$ cat src/rtl/ccu_snoop_arbiter.sv
// Two-requester snoop arbiter: round-robin AC grant, with CR and CD responses
// steered back to the originator through in-order index FIFOs.

module ccu_snoop_order_fifo #(
  parameter  int unsigned Depth = 4,
  localparam int unsigned PtrW  = $clog2(Depth),
  localparam int unsigned CntW  = PtrW + 1
) (
  input  logic            clk_i,
  input  logic            rst_ni,
  input  logic            push_i,
  input  logic            push_idx_i,
  input  logic            pop_i,
  output logic            head_o,
  output logic [CntW-1:0] count_o
);
  logic [Depth-1:0] mem_q;
  logic [PtrW-1:0]  wptr_q, rptr_q;
  logic [CntW-1:0]  cnt_q;

  // Registered occupancy: an entry pushed this cycle is not visible at the head
  // until the next cycle.
  always_ff @(posedge clk_i or negedge rst_ni) begin
    if (!rst_ni) begin
      mem_q  <= '0;
      wptr_q <= '0;
      rptr_q <= '0;
      cnt_q  <= '0;
    end else begin
      if (push_i) begin
        mem_q[wptr_q] <= push_idx_i;
        wptr_q        <= wptr_q + PtrW'(1);
      end
      if (pop_i) rptr_q <= rptr_q + PtrW'(1);
      if (push_i && !pop_i)      cnt_q <= cnt_q + CntW'(1);
      else if (!push_i && pop_i) cnt_q <= cnt_q - CntW'(1);
    end
  end

  assign head_o  = mem_q[rptr_q];
  assign count_o = cnt_q;
endmodule

module ccu_snoop_arbiter #(
  parameter  int unsigned AddrWidth   = 64,
  parameter  int unsigned CdDataWidth = 64,
  parameter  int unsigned MaskWidth   = 4,
  parameter  int unsigned MaxTrans    = 4,
  localparam int unsigned CntW        = $clog2(MaxTrans) + 1
) (
  input  logic                             clk_i,
  input  logic                             rst_ni,
  // AC from requesters
  input  logic [1:0]                       req_ac_valid_i,
  output logic [1:0]                       req_ac_ready_o,
  input  logic [1:0][AddrWidth-1:0]        req_ac_addr_i,
  input  logic [1:0][3:0]                  req_ac_snoop_i,
  input  logic [1:0][2:0]                  req_ac_prot_i,
  input  logic [1:0][MaskWidth-1:0]        req_mask_i,
  // AC to snooped masters
  output logic                             snp_ac_valid_o,
  input  logic                             snp_ac_ready_i,
  output logic [AddrWidth-1:0]             snp_ac_addr_o,
  output logic [3:0]                       snp_ac_snoop_o,
  output logic [2:0]                       snp_ac_prot_o,
  output logic [MaskWidth-1:0]             snp_mask_o,
  // CR
  input  logic                             snp_cr_valid_i,
  output logic                             snp_cr_ready_o,
  input  logic [4:0]                       snp_cr_resp_i,
  output logic [1:0]                       req_cr_valid_o,
  input  logic [1:0]                       req_cr_ready_i,
  output logic [4:0]                       req_cr_resp_o,
  // CD
  input  logic                             snp_cd_valid_i,
  output logic                             snp_cd_ready_o,
  input  logic [CdDataWidth-1:0]           snp_cd_data_i,
  input  logic                             snp_cd_last_i,
  output logic [1:0]                       req_cd_valid_o,
  input  logic [1:0]                       req_cd_ready_i,
  output logic [CdDataWidth-1:0]           req_cd_data_o,
  output logic                             req_cd_last_o,
  output logic [CntW-1:0]                  outstanding_o
);

  logic            prio_q, lock_q, lock_idx_q;
  logic            gnt, ac_en, ac_hs;
  logic            cr_head, cd_head;
  logic [CntW-1:0] cr_cnt, cd_cnt;
  logic            cr_full, cr_empty, cd_full, cd_empty;
  logic            cr_stall, cr_hs, cd_push, cd_pop;

  assign cr_full  = (cr_cnt == CntW'(MaxTrans));
  assign cr_empty = (cr_cnt == '0);
  assign cd_full  = (cd_cnt == CntW'(MaxTrans));
  assign cd_empty = (cd_cnt == '0);

  // ---------------- AC arbitration ----------------
  // A pending (valid, not ready) grant is locked so the payload stays stable.
  always_comb begin
    if (lock_q)                gnt = lock_idx_q;
    else if (&req_ac_valid_i)  gnt = prio_q;
    else                       gnt = req_ac_valid_i[1];
  end

  // rst_ni gating keeps the combinational AC path quiet while reset is held.
  assign ac_en          = rst_ni & ~cr_full;
  assign snp_ac_valid_o = ac_en & req_ac_valid_i[gnt];
  assign ac_hs          = snp_ac_valid_o & snp_ac_ready_i;

  always_comb begin
    req_ac_ready_o      = '0;
    req_ac_ready_o[gnt] = ac_en & snp_ac_ready_i & req_ac_valid_i[gnt];
  end

  assign snp_ac_addr_o  = req_ac_addr_i[gnt];
  assign snp_ac_snoop_o = req_ac_snoop_i[gnt];
  assign snp_ac_prot_o  = req_ac_prot_i[gnt];
  assign snp_mask_o     = req_mask_i[gnt];

  always_ff @(posedge clk_i or negedge rst_ni) begin
    if (!rst_ni) begin
      prio_q     <= 1'b0;
      lock_q     <= 1'b0;
      lock_idx_q <= 1'b0;
    end else begin
      if (ac_hs) prio_q <= ~gnt;
      lock_q     <= snp_ac_valid_o & ~snp_ac_ready_i;
      lock_idx_q <= gnt;
    end
  end

  // ---------------- CR routing ----------------
  ccu_snoop_order_fifo #(.Depth(MaxTrans)) u_cr_fifo (
    .clk_i      (clk_i),
    .rst_ni     (rst_ni),
    .push_i     (ac_hs),
    .push_idx_i (gnt),
    .pop_i      (cr_hs),
    .head_o     (cr_head),
    .count_o    (cr_cnt)
  );

  // A data-carrying response needs a CD slot; hold it off while none is free.
  assign cr_stall       = snp_cr_resp_i[0] & cd_full;
  assign snp_cr_ready_o = ~cr_empty & ~cr_stall & req_cr_ready_i[cr_head];
  assign cr_hs          = snp_cr_valid_i & snp_cr_ready_o;
  assign cd_push        = cr_hs & snp_cr_resp_i[0];
  assign req_cr_resp_o  = snp_cr_resp_i;

  always_comb begin
    req_cr_valid_o          = '0;
    req_cr_valid_o[cr_head] = snp_cr_valid_i & ~cr_empty & ~cr_stall;
  end

  // ---------------- CD routing ----------------
  ccu_snoop_order_fifo #(.Depth(MaxTrans)) u_cd_fifo (
    .clk_i      (clk_i),
    .rst_ni     (rst_ni),
    .push_i     (cd_push),
    .push_idx_i (cr_head),
    .pop_i      (cd_pop),
    .head_o     (cd_head),
    .count_o    (cd_cnt)
  );

  assign snp_cd_ready_o = ~cd_empty & req_cd_ready_i[cd_head];
  assign cd_pop         = snp_cd_valid_i & snp_cd_ready_o & snp_cd_last_i;
  assign req_cd_data_o  = snp_cd_data_i;
  assign req_cd_last_o  = snp_cd_last_i;

  always_comb begin
    req_cd_valid_o          = '0;
    req_cd_valid_o[cd_head] = snp_cd_valid_i & ~cd_empty;
  end

  assign outstanding_o = cr_cnt;

endmodule

$ cat config.mk
export PLATFORM = sky130hd
export DESIGN_NAME = ccu_snoop_arbiter
export DESIGN_NICKNAME = d
export VERILOG_FILES = /design/src/rtl/ccu_snoop_arbiter.sv
export SDC_FILE = /design/constraint.sdc
export NUM_CORES = 1
export LEC_CHECK = 0
export CELL_PAD_IN_SITES_DETAIL_PLACEMENT = 1
export CELL_PAD_IN_SITES_GLOBAL_PLACEMENT = 2
export CORE_ASPECT_RATIO = 1.1
export CORE_UTILIZATION = 10
export DETAILED_ROUTE_END_ITERATION = 7
export PLACE_DENSITY = 0.75
export SYNTH_ARGS = -nofsm -noshare
export SYNTH_HDL_FRONTEND = slang
export SYNTH_SLANG_ARGS = --single-unit
$ cat constraint.sdc
create_clock -name clk_i -period 2.85 [get_ports clk_i]
set_input_delay 0.855 -clock clk_i [delete_from_list [all_inputs] [get_ports clk_i]]
set_output_delay 0.855 -clock clk_i [all_outputs]
set_load 0.005 [all_outputs]
==> out/metrics.yaml <==
clock_network:
  cts.sinks: 25
  root_buffer: "clkbuf_16"
  htree_num_levels: 1
  clk_latency_ns: 0.26
  clock_path_buffers: 2
  cts_tree: "yes"
  clk_pin_slew_ns: 0.06
  cts_inserted_buffers: 3
sta:
  max-slew-margin-rel_pct: 61.0
  hold_viol_final: 0
  worst_slack_ns: -0.205
  clock.fmax_mhz: 327
  rsz0062_at_grt: "yes"
  skew_ns: 0.00210
  drv_slew: 0
  min_period_over_period_pct: 107
  worst_pin_slew_ns: 0.584
  fin_tns_setup_ns: -9.22
  setup_viol: 75
  period_minus_slack_ns: 3.06
global_routing:
  grt_pass1_wl_um: 24900
  track_usage_pct: 12.3
  grt_pass1_vias: 3403
  antenna_found_initial: 0
  grt_overflow: 0
  grt_max_degree: 26
route:
  detail-route-antenna-nets: 0
  drc: 0
  avgRoutedWirePerCell_um: 20.6
  drt_pass1_iterations: 4
  drt-total-wl_um: 18200
  vias_per_cell: 3.43
  vias: 3031
  dr.first_iter.drc_count: 45
power_and_ir_drop:
  p_per_area_nw_per_um2: 578
  finalPower_w: 0.00375
  ir_drop_v: 0.000243
  cellLeakagePower_nw: 2.85
synthesis:
  netlist_instances: 273
  synth.largest_area_cell: "mux2_2"
  synth_top_family_by_area: "multiplexers"
  synth_edf_count: 0
  async_flop_share_pct: 100
  synthXorXnorAreaFrac_pct: 3.37
  syn-cell-area_um2: 2860
  synth_mux_area_share_pct: 38.4
  yosys-top-cells-count: "mux2_2, buf_4, dfrtp_1"
  synth_seq_area_share_pct: 21.9
  synth_compound_area_share_pct: 1.53
  synthTopCellsByArea: "mux2_2, dfrtp_1, buf_4, ha_1, mux2_4"
  yosysWarnings: 0
  synthAdderAreaFrac_pct: 5.77
  syn_nets: 516
  netlist.area_leader.share_pct: 32.3
  synth-simple-area-share_pct: 8.09
  syn_avg_cell_area_um2: 10.5
  synth-seq-cells: 25
  yosys_most_used_dff: "dfrtp_1"
  synth.most_common_cell: "mux2_2"
  ys_types: 35
critical_path:
  rrSetupSlack_ns: 0.05
  crit_required_ns: 2.00
  cpMaxStageDelayCell: "mux2_4"
  worstPathMaxFanout: 5
  max_stage_delay_ns: 0.29
  path_cells: "buf_8 -> a211oi_4 -> a21o_4 -> buf_6 -> buf_12 -> buf_16 -> buf_6 -> mux2_4 -> buf_6"
  worst_ep_arrival_time_ns: 2.20
  cp-end-kind: "output pin"
  cp-startpoint: "req_ac_valid_i[0]"
  r2r_start: "lock_q"
  reg2regPathDepth: 13
  cpMostUsedCell: "buf_6"
  startpoint_type: "input port"
  worstSetupPathType: "input port to output pin"
  r2r_end: "u_cr_fifo.count_o[2]"
final_layout:
  num_antenna_cells: 0
  design_area_um2: 6490
  area_growth_pct: 127
  fin_util_pct: 23.2
  fin_nets: 764
  final_layout_size_suffix_gt1_share_pct: 49.8
worst_hold_path:
  hp-start: "u_cr_fifo.rptr_q[1]"
  holdCritPathClass: "register to register"
  hold_path_depth: 1
  hold_end: "u_cr_fifo.rptr_q[1]"
run_status:
  outcome: "complete, but fails checks"
  violations: "negative setup slack"
place:
  pre_cts_slack_ns: -1.00
  gp_congestion: 0.789
  dpl.hpwl_um: 15500
  place_area_um2: 5510
  portBuffers: 251
floorplanning:
  fp.dieH_um: 179
  rows: 64
  die_w_um: 163
  core-area_um2: 27900
  initial_utilization_pct: 10.2
  ios: 388
  dieArea_um2: 29300
run:
  drv_cap: 0
-- worst max-delay path by stage --
stage                        endpoint  depth (start not counted)  slack [ns]
floorplan            snp_ac_addr_o[0]                          5       -0.02
global placement    snp_ac_addr_o[47]                          7       -0.98
detailed placement  snp_ac_addr_o[47]                          7       -1.00
CTS                 snp_ac_addr_o[13]                          8       -0.27
global route        snp_ac_addr_o[26]                          9       -0.24
finish              snp_ac_addr_o[20]                          9       -0.21
-- layout by cell type, fill, tap and decap left out, types with 2 or more instances in the layout --
cell type / netlist / final
dfrtp_1: 25 / 25
dlygate4sd2_1: 0 / 4
xnor2_1: 7 / 7
mux2_4: 6 / 73
clkbuf_16: 0 / 3
nor2b_1: 2 / 2
buf_12: 0 / 10
clkdlybuf4s50_1: 0 / 163
buf_8: 0 / 5
clkdlybuf4s15_1: 0 / 4
mux4_2: 2 / 2
buf_6: 0 / 75
nor3_1: 8 / 7
nor2_1: 5 / 4
nand2b_1: 2 / 2
nand2_1: 5 / 5
and4_1: 4 / 4
mux2i_1: 4 / 4
ha_1: 10 / 9
inv_1: 9 / 8
xor2_1: 4 / 4
mux2_2: 82 / 15
buf_16: 0 / 4
buf_2: 6 / 12
buf_4: 70 / 36
clkbuf_2: 0 / 8
-- logic make-up (layout without fill, tap and decap cells) --
group | Yosys count | in the layout
multiplexers | 94 | 94
adder cells (fa/ha/maj) | 12 | 12
AO/OA/AOI/OAI | 6 | 6
XOR/XNOR | 11 | 11
buffers and inverters | 88 | 335
AND/OR/NAND/NOR | 37 | 37
flip-flops | 25 | 25
-- per-layer routing --
layer	global-route usage (%)	share of wire [%]	vias to the layer above
met1	14.3	39	1445
met5	0	0	-
li1	-	-	1370
met2	21.4	50	200
met3	4.75	9.9	16
met4	1.68	1.3	0
-- worst max-delay path: cells and delay by family --
| family | cells | cell delay (ns) |
|---|---|---|
| multiplexers | 1 | 0.29 |
| AO/OA/AOI/OAI | 2 | 0.37 |
| buffers and inverters | 6 | 0.67 |
-- area by class of cell --
type | instances | area, µm²
Fill cell | 3174 | 21500
Timing Repair Buffer | 322 | 3320
Multi-Input combinational cell | 160 | 1980
Sequential cell | 25 | 626
Tap cell | 363 | 454
Clock buffer | 4 | 78.8
Inverter | 9 | 36.3
-- what timing repair did --
action / 4_1_cts / 5_1_grt
endpoints found under the hold margin: 0 / 0
cloned: 5 / 0
hold buffers: 0 / 0
pin swaps: 7 / 3
setup endpoints to repair: 88 / 85
gates resized for setup: 436 / 60
setup buffers: 34 / 10
-- state kept, by name (all words and copies together), names as in the netlist --
signal,count
u_cd_fifo.wptr_q,2
u_cd_fifo.mem_q,4
prio_q,1
lock_idx_q,1
u_cd_fifo.count_o,3
u_cr_fifo.mem_q,4
lock_q,1
u_cr_fifo.rptr_q,2
u_cr_fifo.wptr_q,2
u_cd_fifo.rptr_q,2
u_cr_fifo.count_o,3
-- metrics by stage --
| stage | cells | hold WS [ns] |
|---|---|---|
| floorplan | 273 | 0.453 |
| global placement | 834 | 0.474 |
| detailed placement | 834 | 0.489 |
| CTS | 877 | 0.505 |
| global route | 883 | 0.523 |
| finish | 883 | 0.502 |
-- power by group --
part	leakage (nW)	internal [W]	switching, W
clock network	0.0382	0.000192	0.000131
registers	0.304	0.000526	0.000176
logic	2.51	0.00173	0.000995
No activity file was read; power rests on OpenSTA's default activity.
